[src/rtl/instr_decoder_if.sv]
// rtl/instr_decoder_if.sv - fetch-side and controller-side signal bundle of the decode stage
interface instr_decoder_if #(
  parameter int CNT_W = 16
);
  logic             in_valid;
  logic             in_ready;
  logic [31:0]      in_instr;
  logic             out_valid;
  logic             out_ready;
  logic [30:0]      out_code;
  logic [4:0]       out_rs;
  logic [4:0]       out_rt;
  logic [4:0]       out_rd;
  logic [4:0]       out_shamt;
  logic [15:0]      out_imm16;
  logic [25:0]      out_index;
  logic             out_illegal;
  logic [CNT_W-1:0] illegal_cnt;
  logic             clr_cnt;

  modport master (
    output in_valid, in_instr, out_ready, clr_cnt,
    input  in_ready, out_valid, out_code, out_rs, out_rt, out_rd,
           out_shamt, out_imm16, out_index, out_illegal, illegal_cnt
  );

  modport slave (
    input  in_valid, in_instr, out_ready, clr_cnt,
    output in_ready, out_valid, out_code, out_rs, out_rt, out_rd,
           out_shamt, out_imm16, out_index, out_illegal, illegal_cnt
  );
endinterface

[src/rtl/instr_decoder.sv]
// rtl/instr_decoder.sv - registered MIPS decode stage producing the one-hot opcode bus
module instr_decoder #(
  parameter int CNT_W = 16
) (
  input logic            clk,
  input logic            rst,
  instr_decoder_if.slave bus
);

  localparam logic [5:0] OP_RTYPE = 6'h00;
  localparam logic [5:0] OP_J     = 6'h02;
  localparam logic [5:0] OP_JAL   = 6'h03;
  localparam logic [5:0] OP_BEQ   = 6'h04;
  localparam logic [5:0] OP_BNE   = 6'h05;
  localparam logic [5:0] OP_ADDI  = 6'h08;
  localparam logic [5:0] OP_ADDIU = 6'h09;
  localparam logic [5:0] OP_SLTI  = 6'h0A;
  localparam logic [5:0] OP_SLTIU = 6'h0B;
  localparam logic [5:0] OP_ANDI  = 6'h0C;
  localparam logic [5:0] OP_ORI   = 6'h0D;
  localparam logic [5:0] OP_XORI  = 6'h0E;
  localparam logic [5:0] OP_LUI   = 6'h0F;
  localparam logic [5:0] OP_LW    = 6'h23;
  localparam logic [5:0] OP_SW    = 6'h2B;

  localparam logic [CNT_W-1:0] CNT_ONE = {{(CNT_W-1){1'b0}}, 1'b1};
  localparam logic [CNT_W-1:0] CNT_MAX = {CNT_W{1'b1}};

  logic [5:0]       op;
  logic [5:0]       funct;
  logic [30:0]      dec_code;
  logic             dec_illegal;
  logic             accept;
  logic             ready;

  logic             valid_q;
  logic [30:0]      code_q;
  logic [4:0]       rs_q;
  logic [4:0]       rt_q;
  logic [4:0]       rd_q;
  logic [4:0]       shamt_q;
  logic [15:0]      imm16_q;
  logic [25:0]      index_q;
  logic             illegal_q;
  logic [CNT_W-1:0] cnt_q;

  assign op    = bus.in_instr[31:26];
  assign funct = bus.in_instr[5:0];

  // Only op and funct select the opcode; the remaining fields pass through untouched.
  always_comb begin
    dec_code = '0;
    if (op == OP_RTYPE) begin
      case (funct)
        6'h20:   dec_code[0]  = 1'b1;
        6'h21:   dec_code[1]  = 1'b1;
        6'h22:   dec_code[2]  = 1'b1;
        6'h23:   dec_code[3]  = 1'b1;
        6'h24:   dec_code[4]  = 1'b1;
        6'h25:   dec_code[5]  = 1'b1;
        6'h26:   dec_code[6]  = 1'b1;
        6'h27:   dec_code[7]  = 1'b1;
        6'h2A:   dec_code[8]  = 1'b1;
        6'h2B:   dec_code[9]  = 1'b1;
        6'h00:   dec_code[10] = 1'b1;
        6'h02:   dec_code[11] = 1'b1;
        6'h03:   dec_code[12] = 1'b1;
        6'h04:   dec_code[13] = 1'b1;
        6'h06:   dec_code[14] = 1'b1;
        6'h07:   dec_code[15] = 1'b1;
        6'h08:   dec_code[16] = 1'b1;
        default: dec_code     = '0;
      endcase
    end else begin
      case (op)
        OP_ADDI:  dec_code[17] = 1'b1;
        OP_ADDIU: dec_code[18] = 1'b1;
        OP_ANDI:  dec_code[19] = 1'b1;
        OP_ORI:   dec_code[20] = 1'b1;
        OP_XORI:  dec_code[21] = 1'b1;
        OP_LW:    dec_code[22] = 1'b1;
        OP_SW:    dec_code[23] = 1'b1;
        OP_BEQ:   dec_code[24] = 1'b1;
        OP_BNE:   dec_code[25] = 1'b1;
        OP_SLTI:  dec_code[26] = 1'b1;
        OP_SLTIU: dec_code[27] = 1'b1;
        OP_LUI:   dec_code[28] = 1'b1;
        OP_J:     dec_code[29] = 1'b1;
        OP_JAL:   dec_code[30] = 1'b1;
        default:  dec_code     = '0;
      endcase
    end
  end

  assign dec_illegal = (dec_code == '0);

  assign ready  = ~valid_q | bus.out_ready;
  assign accept = bus.in_valid & ready;

  // An accept overwrites the held entry even while it is being popped, giving one word per cycle.
  always_ff @(posedge clk or posedge rst) begin
    if (rst) begin
      valid_q   <= 1'b0;
      code_q    <= '0;
      rs_q      <= '0;
      rt_q      <= '0;
      rd_q      <= '0;
      shamt_q   <= '0;
      imm16_q   <= '0;
      index_q   <= '0;
      illegal_q <= 1'b0;
    end else if (accept) begin
      valid_q   <= 1'b1;
      code_q    <= dec_code;
      rs_q      <= bus.in_instr[25:21];
      rt_q      <= bus.in_instr[20:16];
      rd_q      <= bus.in_instr[15:11];
      shamt_q   <= bus.in_instr[10:6];
      imm16_q   <= bus.in_instr[15:0];
      index_q   <= bus.in_instr[25:0];
      illegal_q <= dec_illegal;
    end else if (valid_q && bus.out_ready) begin
      valid_q   <= 1'b0;
    end
  end

  // Clear wins over a same-cycle increment; the count sticks at all-ones.
  always_ff @(posedge clk or posedge rst) begin
    if (rst) begin
      cnt_q <= '0;
    end else if (bus.clr_cnt) begin
      cnt_q <= '0;
    end else if (accept && dec_illegal && (cnt_q != CNT_MAX)) begin
      cnt_q <= cnt_q + CNT_ONE;
    end
  end

  assign bus.in_ready    = ready;
  assign bus.out_valid   = valid_q;
  assign bus.out_code    = code_q;
  assign bus.out_rs      = rs_q;
  assign bus.out_rt      = rt_q;
  assign bus.out_rd      = rd_q;
  assign bus.out_shamt   = shamt_q;
  assign bus.out_imm16   = imm16_q;
  assign bus.out_index   = index_q;
  assign bus.out_illegal = illegal_q;
  assign bus.illegal_cnt = cnt_q;

endmodule

[src/flat_wrapper.sv]
// flat-port wrapper written by rule: the top's interface ports become plain ports
module instr_decoder_flat 
#(
  parameter int CNT_W = 16
)
  (clk, rst, bus_in_valid, bus_in_instr, bus_out_ready, bus_clr_cnt, bus_in_ready, bus_out_valid, bus_out_code, bus_out_rs, bus_out_rt, bus_out_rd, bus_out_shamt, bus_out_imm16, bus_out_index, bus_out_illegal, bus_illegal_cnt);
  instr_decoder_if #(.CNT_W(CNT_W)) bus_i ();
  input logic clk;
  input logic rst;
  input wire logic [$bits(bus_i.in_valid)-1:0] bus_in_valid;
  input wire logic [$bits(bus_i.in_instr)-1:0] bus_in_instr;
  input wire logic [$bits(bus_i.out_ready)-1:0] bus_out_ready;
  input wire logic [$bits(bus_i.clr_cnt)-1:0] bus_clr_cnt;
  output wire logic [$bits(bus_i.in_ready)-1:0] bus_in_ready;
  output wire logic [$bits(bus_i.out_valid)-1:0] bus_out_valid;
  output wire logic [$bits(bus_i.out_code)-1:0] bus_out_code;
  output wire logic [$bits(bus_i.out_rs)-1:0] bus_out_rs;
  output wire logic [$bits(bus_i.out_rt)-1:0] bus_out_rt;
  output wire logic [$bits(bus_i.out_rd)-1:0] bus_out_rd;
  output wire logic [$bits(bus_i.out_shamt)-1:0] bus_out_shamt;
  output wire logic [$bits(bus_i.out_imm16)-1:0] bus_out_imm16;
  output wire logic [$bits(bus_i.out_index)-1:0] bus_out_index;
  output wire logic [$bits(bus_i.out_illegal)-1:0] bus_out_illegal;
  output wire logic [$bits(bus_i.illegal_cnt)-1:0] bus_illegal_cnt;
  assign bus_i.in_valid = bus_in_valid;
  assign bus_i.in_instr = bus_in_instr;
  assign bus_i.out_ready = bus_out_ready;
  assign bus_i.clr_cnt = bus_clr_cnt;
  assign bus_in_ready = bus_i.in_ready;
  assign bus_out_valid = bus_i.out_valid;
  assign bus_out_code = bus_i.out_code;
  assign bus_out_rs = bus_i.out_rs;
  assign bus_out_rt = bus_i.out_rt;
  assign bus_out_rd = bus_i.out_rd;
  assign bus_out_shamt = bus_i.out_shamt;
  assign bus_out_imm16 = bus_i.out_imm16;
  assign bus_out_index = bus_i.out_index;
  assign bus_out_illegal = bus_i.out_illegal;
  assign bus_illegal_cnt = bus_i.illegal_cnt;
  instr_decoder #(.CNT_W(CNT_W)) u_core (.clk(clk), .rst(rst), .bus(bus_i));
endmodule
[config.mk]
export PLATFORM = sky130hd
export DESIGN_NAME = instr_decoder_flat
export DESIGN_NICKNAME = d
export VERILOG_FILES = /design/src/rtl/instr_decoder_if.sv /design/src/rtl/instr_decoder.sv /design/src/flat_wrapper.sv
export SDC_FILE = /design/constraint.sdc
export NUM_CORES = 1
export LEC_CHECK = 0
export ABC_AREA = 0
export BUFFER_PORTS_ARGS = -buffer_cell sky130_fd_sc_hd__clkbuf_2
export CAP_MARGIN = 15
export CORE_AREA = 8 8 104 106
export DETAILED_ROUTE_END_ITERATION = 8
export DIE_AREA = 0 0 112 114
export GPL_ROUTABILITY_DRIVEN = 0
export PLACE_DENSITY = 0.67
export RECOVER_POWER = 100
export SETUP_SLACK_MARGIN = 0.4
export SLEW_MARGIN = 20
export SYNTH_ARGS = -nofsm -noshare
export SYNTH_HDL_FRONTEND = slang
export SYNTH_SLANG_ARGS = --single-unit
[constraint.sdc]
create_clock -name clk -period 4.2 [get_ports clk]
set_clock_uncertainty 0.2 [all_clocks]
set_input_delay 0.84 -clock clk [delete_from_list [all_inputs] [get_ports clk]]
set_output_delay 0.84 -clock clk [all_outputs]
set_load 0.005 [all_outputs]
==> results.toml <==
[outcome]
status = "complete, but fails checks"
failed_checks = "capacitance limit, slew limit"

[cts]
clk_pin_slew_ps = 80
root_buffer = "clkbuf_8"
cts-htree-levels = 3
cts-resized-gates = 0
cts_tree = "yes"
cts_sinks = 75
numCtsBuffers = 9
post_cts_buffers = 0
clock_latency_ps = 350
clockBufferDepth = 2
hold_buffers = 0

[worst_setup_path]
crit_path_start_kind = "primary input"
criticalPathCategory = "in -> reg"
crit_fanout = 12
path_delay_family = "simple AND/OR/NAND/NOR gates"
reg2regPathDepth = 5
slowest_stage = "nor4_1"
critical_path_buf_inv_count = 1
r2r_setup_slack_ps = 1390
r2r-start = "u_core.bus.out_valid$_DFFE_PP0P_"
crit_arrival_ps = 3090
cpPeakStageDelay_ps = 710
r2r-end = "u_core.bus.out_code[22]$_DFFE_PP0P_"
critPathCaptureType = "register"
crit_chain = "clkbuf_1, or4_1, nor4_1, o211ai_4, nand3_1, xor2_1, nor2_1"
critPathRequiredTime_ps = 4220

[synth]
synth_warnings = 0
syn_avg_cell_area_um2 = 9.30
syn_inst = 382
async_flop_share_pct = 100
synth_edf_count = 0
synthTopCellsByArea = "dfrtp_1, nand2_1, buf_4"
synth_ff_type = "dfrtp_1"
syn_area_um2 = 3550
synth.net_count = 420
synth_largest_area_cell = "dfrtp_1"
synth-seq-cells = 75
ys_seq_area_share_pct = 52.8
synth.distinct_cells = 47
synth_top_cell_area_share_pct = 52.8

[worst_hold_path]
min_from = "u_core.bus.out_code[18]$_DFFE_PP0P_"
hold_path.class = "reg -> reg"
holdPathEnd = "u_core.bus.out_code[18]$_DFFE_PP0P_"
hold_depth = 2

[floorplan]
rows = 35
die_w_um = 112
ios = 149
die_area_um2 = 12800
die_y_um = 114
start_util_pct = 39.0
core_um2 = 9110

[placement]
place_hpwl_mm = 6.83
io_buffers = 148

[cells_and_area]
fillers = 973
nets = 530
antenna_cells = 0
drive_gt1_share_pct = 16.5
syn2layout_area_growth_pct = 17.0

[timing]
rsz0062_at_grt = "no"
fmax_mhz = 325
relSlewSlack_pct = -51.9
hold_viol = 0
setup_tns_ps = 0
setup_viol = 0
finalMaxSlewViolations = 53
max_slew.worst_pin.slew_ps = 2270
fin_crit_ps = 3070
min_period_over_period_pct = 73.2
hold_ws_ps = 275

[power_and_ir_drop]
power_frac_clock_pct = 36.9
p_leak_nw = 1.92
power.total_mw = 1.58
switching_share_pct = 28.9
p_sw_mw = 0.456
combinationalPowerShare_pct = 12.9
cellPowerDensity_nw_per_um2 = 380
ir_worst_vdd_mv = 0.147
seqPwrFrac_pct = 50.1
p_int_mw = 1.12

[route]
dr.pass1.iters = 4
ant_nets = 0
drt_iter0_drc = 197
via_per_inst = 4.88
num_vias = 2966
drc_errors = 0
drt-total-wl_mm = 9.33
wl_per_cell_um = 15.4

[global_routing]
grt_pass1_wl_mm = 15.5
grt_util_all_layers_pct = 14.9
overflow = 0
grt_pass1_vias = 3006
grt_antenna_before_repair = 0
grt_max_degree = 66

[job]
max_cap_viol_count = 1
[registers in the layout (all words and copies together) (netlist names)]
signal,count
u_core.bus.out_valid,1
u_core.bus.out_code,31
u_core.bus.out_rs,1
u_core.bus.illegal_cnt,16
u_core.bus.out_index,25
u_core.bus.out_illegal,1
[synth_stat cells (2+ instances only)]
master	instances
nand3_1	8
o31ai_1	7
or3_1	10
and3_1	2
nand2_1	121
inv_1	4
nand2b_1	6
nor4_1	2
buf_1	3
nand4_1	3
xor2_1	4
or2_2	2
nand3b_1	4
o21ai_0	28
or4_1	4
clkbuf_1	9
nor2_1	8
a21oi_1	12
and2_1	2
buf_4	37
buf_6	3
o21ai_1	4
dfrtp_1	75
[metal layers]
metal / part of all wire, % / track usage, %
met1: 44 / 17.5
met2: 48 / 24.6
met3: 8.0 / 5.55
met4: 0.71 / 4.86
met5: 0 / 0
[cell type report]
| class | instances | area, um^2 | share of cell area (%) |
|---|---|---|---|
| Multi-Input combinational cell | 250 | 1270 | 30.5 |
| Clock inverter | 7 | 82.6 | 1.99 |
| Sequential cell | 75 | 1880 | 45.2 |
| Clock buffer | 9 | 124 | 2.98 |
| Inverter | 4 | 16.3 | 0.391 |
| Tap cell | 111 | 139 | 3.34 |
| Timing Repair Buffer | 152 | 651 | 15.7 |
[worst max-delay path by stage]
stage,cells after the start,to,startpoint
final,7,u_core.bus.illegal_cnt[0]$_DFFE_PP0P_,bus_in_instr[31]
after global routing,7,u_core.bus.illegal_cnt[0]$_DFFE_PP0P_,bus_in_instr[31]
after CTS,7,u_core.bus.illegal_cnt[15]$_DFFE_PP0P_,bus_in_instr[26]
after detailed placement,7,u_core.bus.illegal_cnt[15]$_DFFE_PP0P_,bus_in_instr[26]
after global placement,7,u_core.bus.illegal_cnt[15]$_DFFE_PP0P_,bus_in_instr[26]
after floorplan,1,u_core.bus.illegal_cnt[0]$_DFFE_PP0P_,rst
[worst min-delay path, stage by stage (launching register included)]
cell     delay (ps)
dfrtp_1         340
nand2_1          50
nand2_1          50
[cells in the final DEF (no fill, tap or decap), drive strengths merged, types with 4 or more instances in the layout]
cell	netlist	final
nand4	4	4
or3	10	10
inv	4	7
o21ai	32	32
nand3b	4	4
xor2	4	4
nand3	9	9
nor2	8	8
nand2b	6	6
a21oi	12	12
nand2	121	121
clkbuf	9	158
o31ai	7	7
dfrtp	75	75
or4	5	5
[cells by family after synthesis]
| family | after synthesis | synth area share, % |
|---|---|---|
| buf+inv | 57 | 10.6 |
| fa+ha+maj | 1 | 0.352 |
| xor+xnor | 4 | 0.986 |
| flops | 75 | 52.8 |
| simple gates | 185 | 24.7 |
| compound gates | 59 | 10.2 |
| mux | 1 | 0.282 |
[power by group through the flow]
stage                     sequential (mW)  clock [mW]  combinational (mW)
after global placement              0.804           0               0.225
final                               0.792       0.583               0.204
after CTS                           0.792       0.613               0.228
after floorplan                     0.807           0               0.155
after global routing                0.798       0.642               0.236
after detailed placement            0.807           0               0.227
[through the flow]
stage | instances | cell area, um^2 | utilization (%) | worst slack (ps)
after detailed placement | 592 | 4100 | 45.0 | 1280
after CTS | 608 | 4310 | 47.3 | 1670
after floorplan | 382 | 3550 | - | 1250
after global routing | 608 | 4160 | 45.6 | 890
final | 608 | 4160 | 45.6 | 1130
after global placement | 592 | 4100 | 45.0 | 1340
Power figures use the tool's default switching activity.
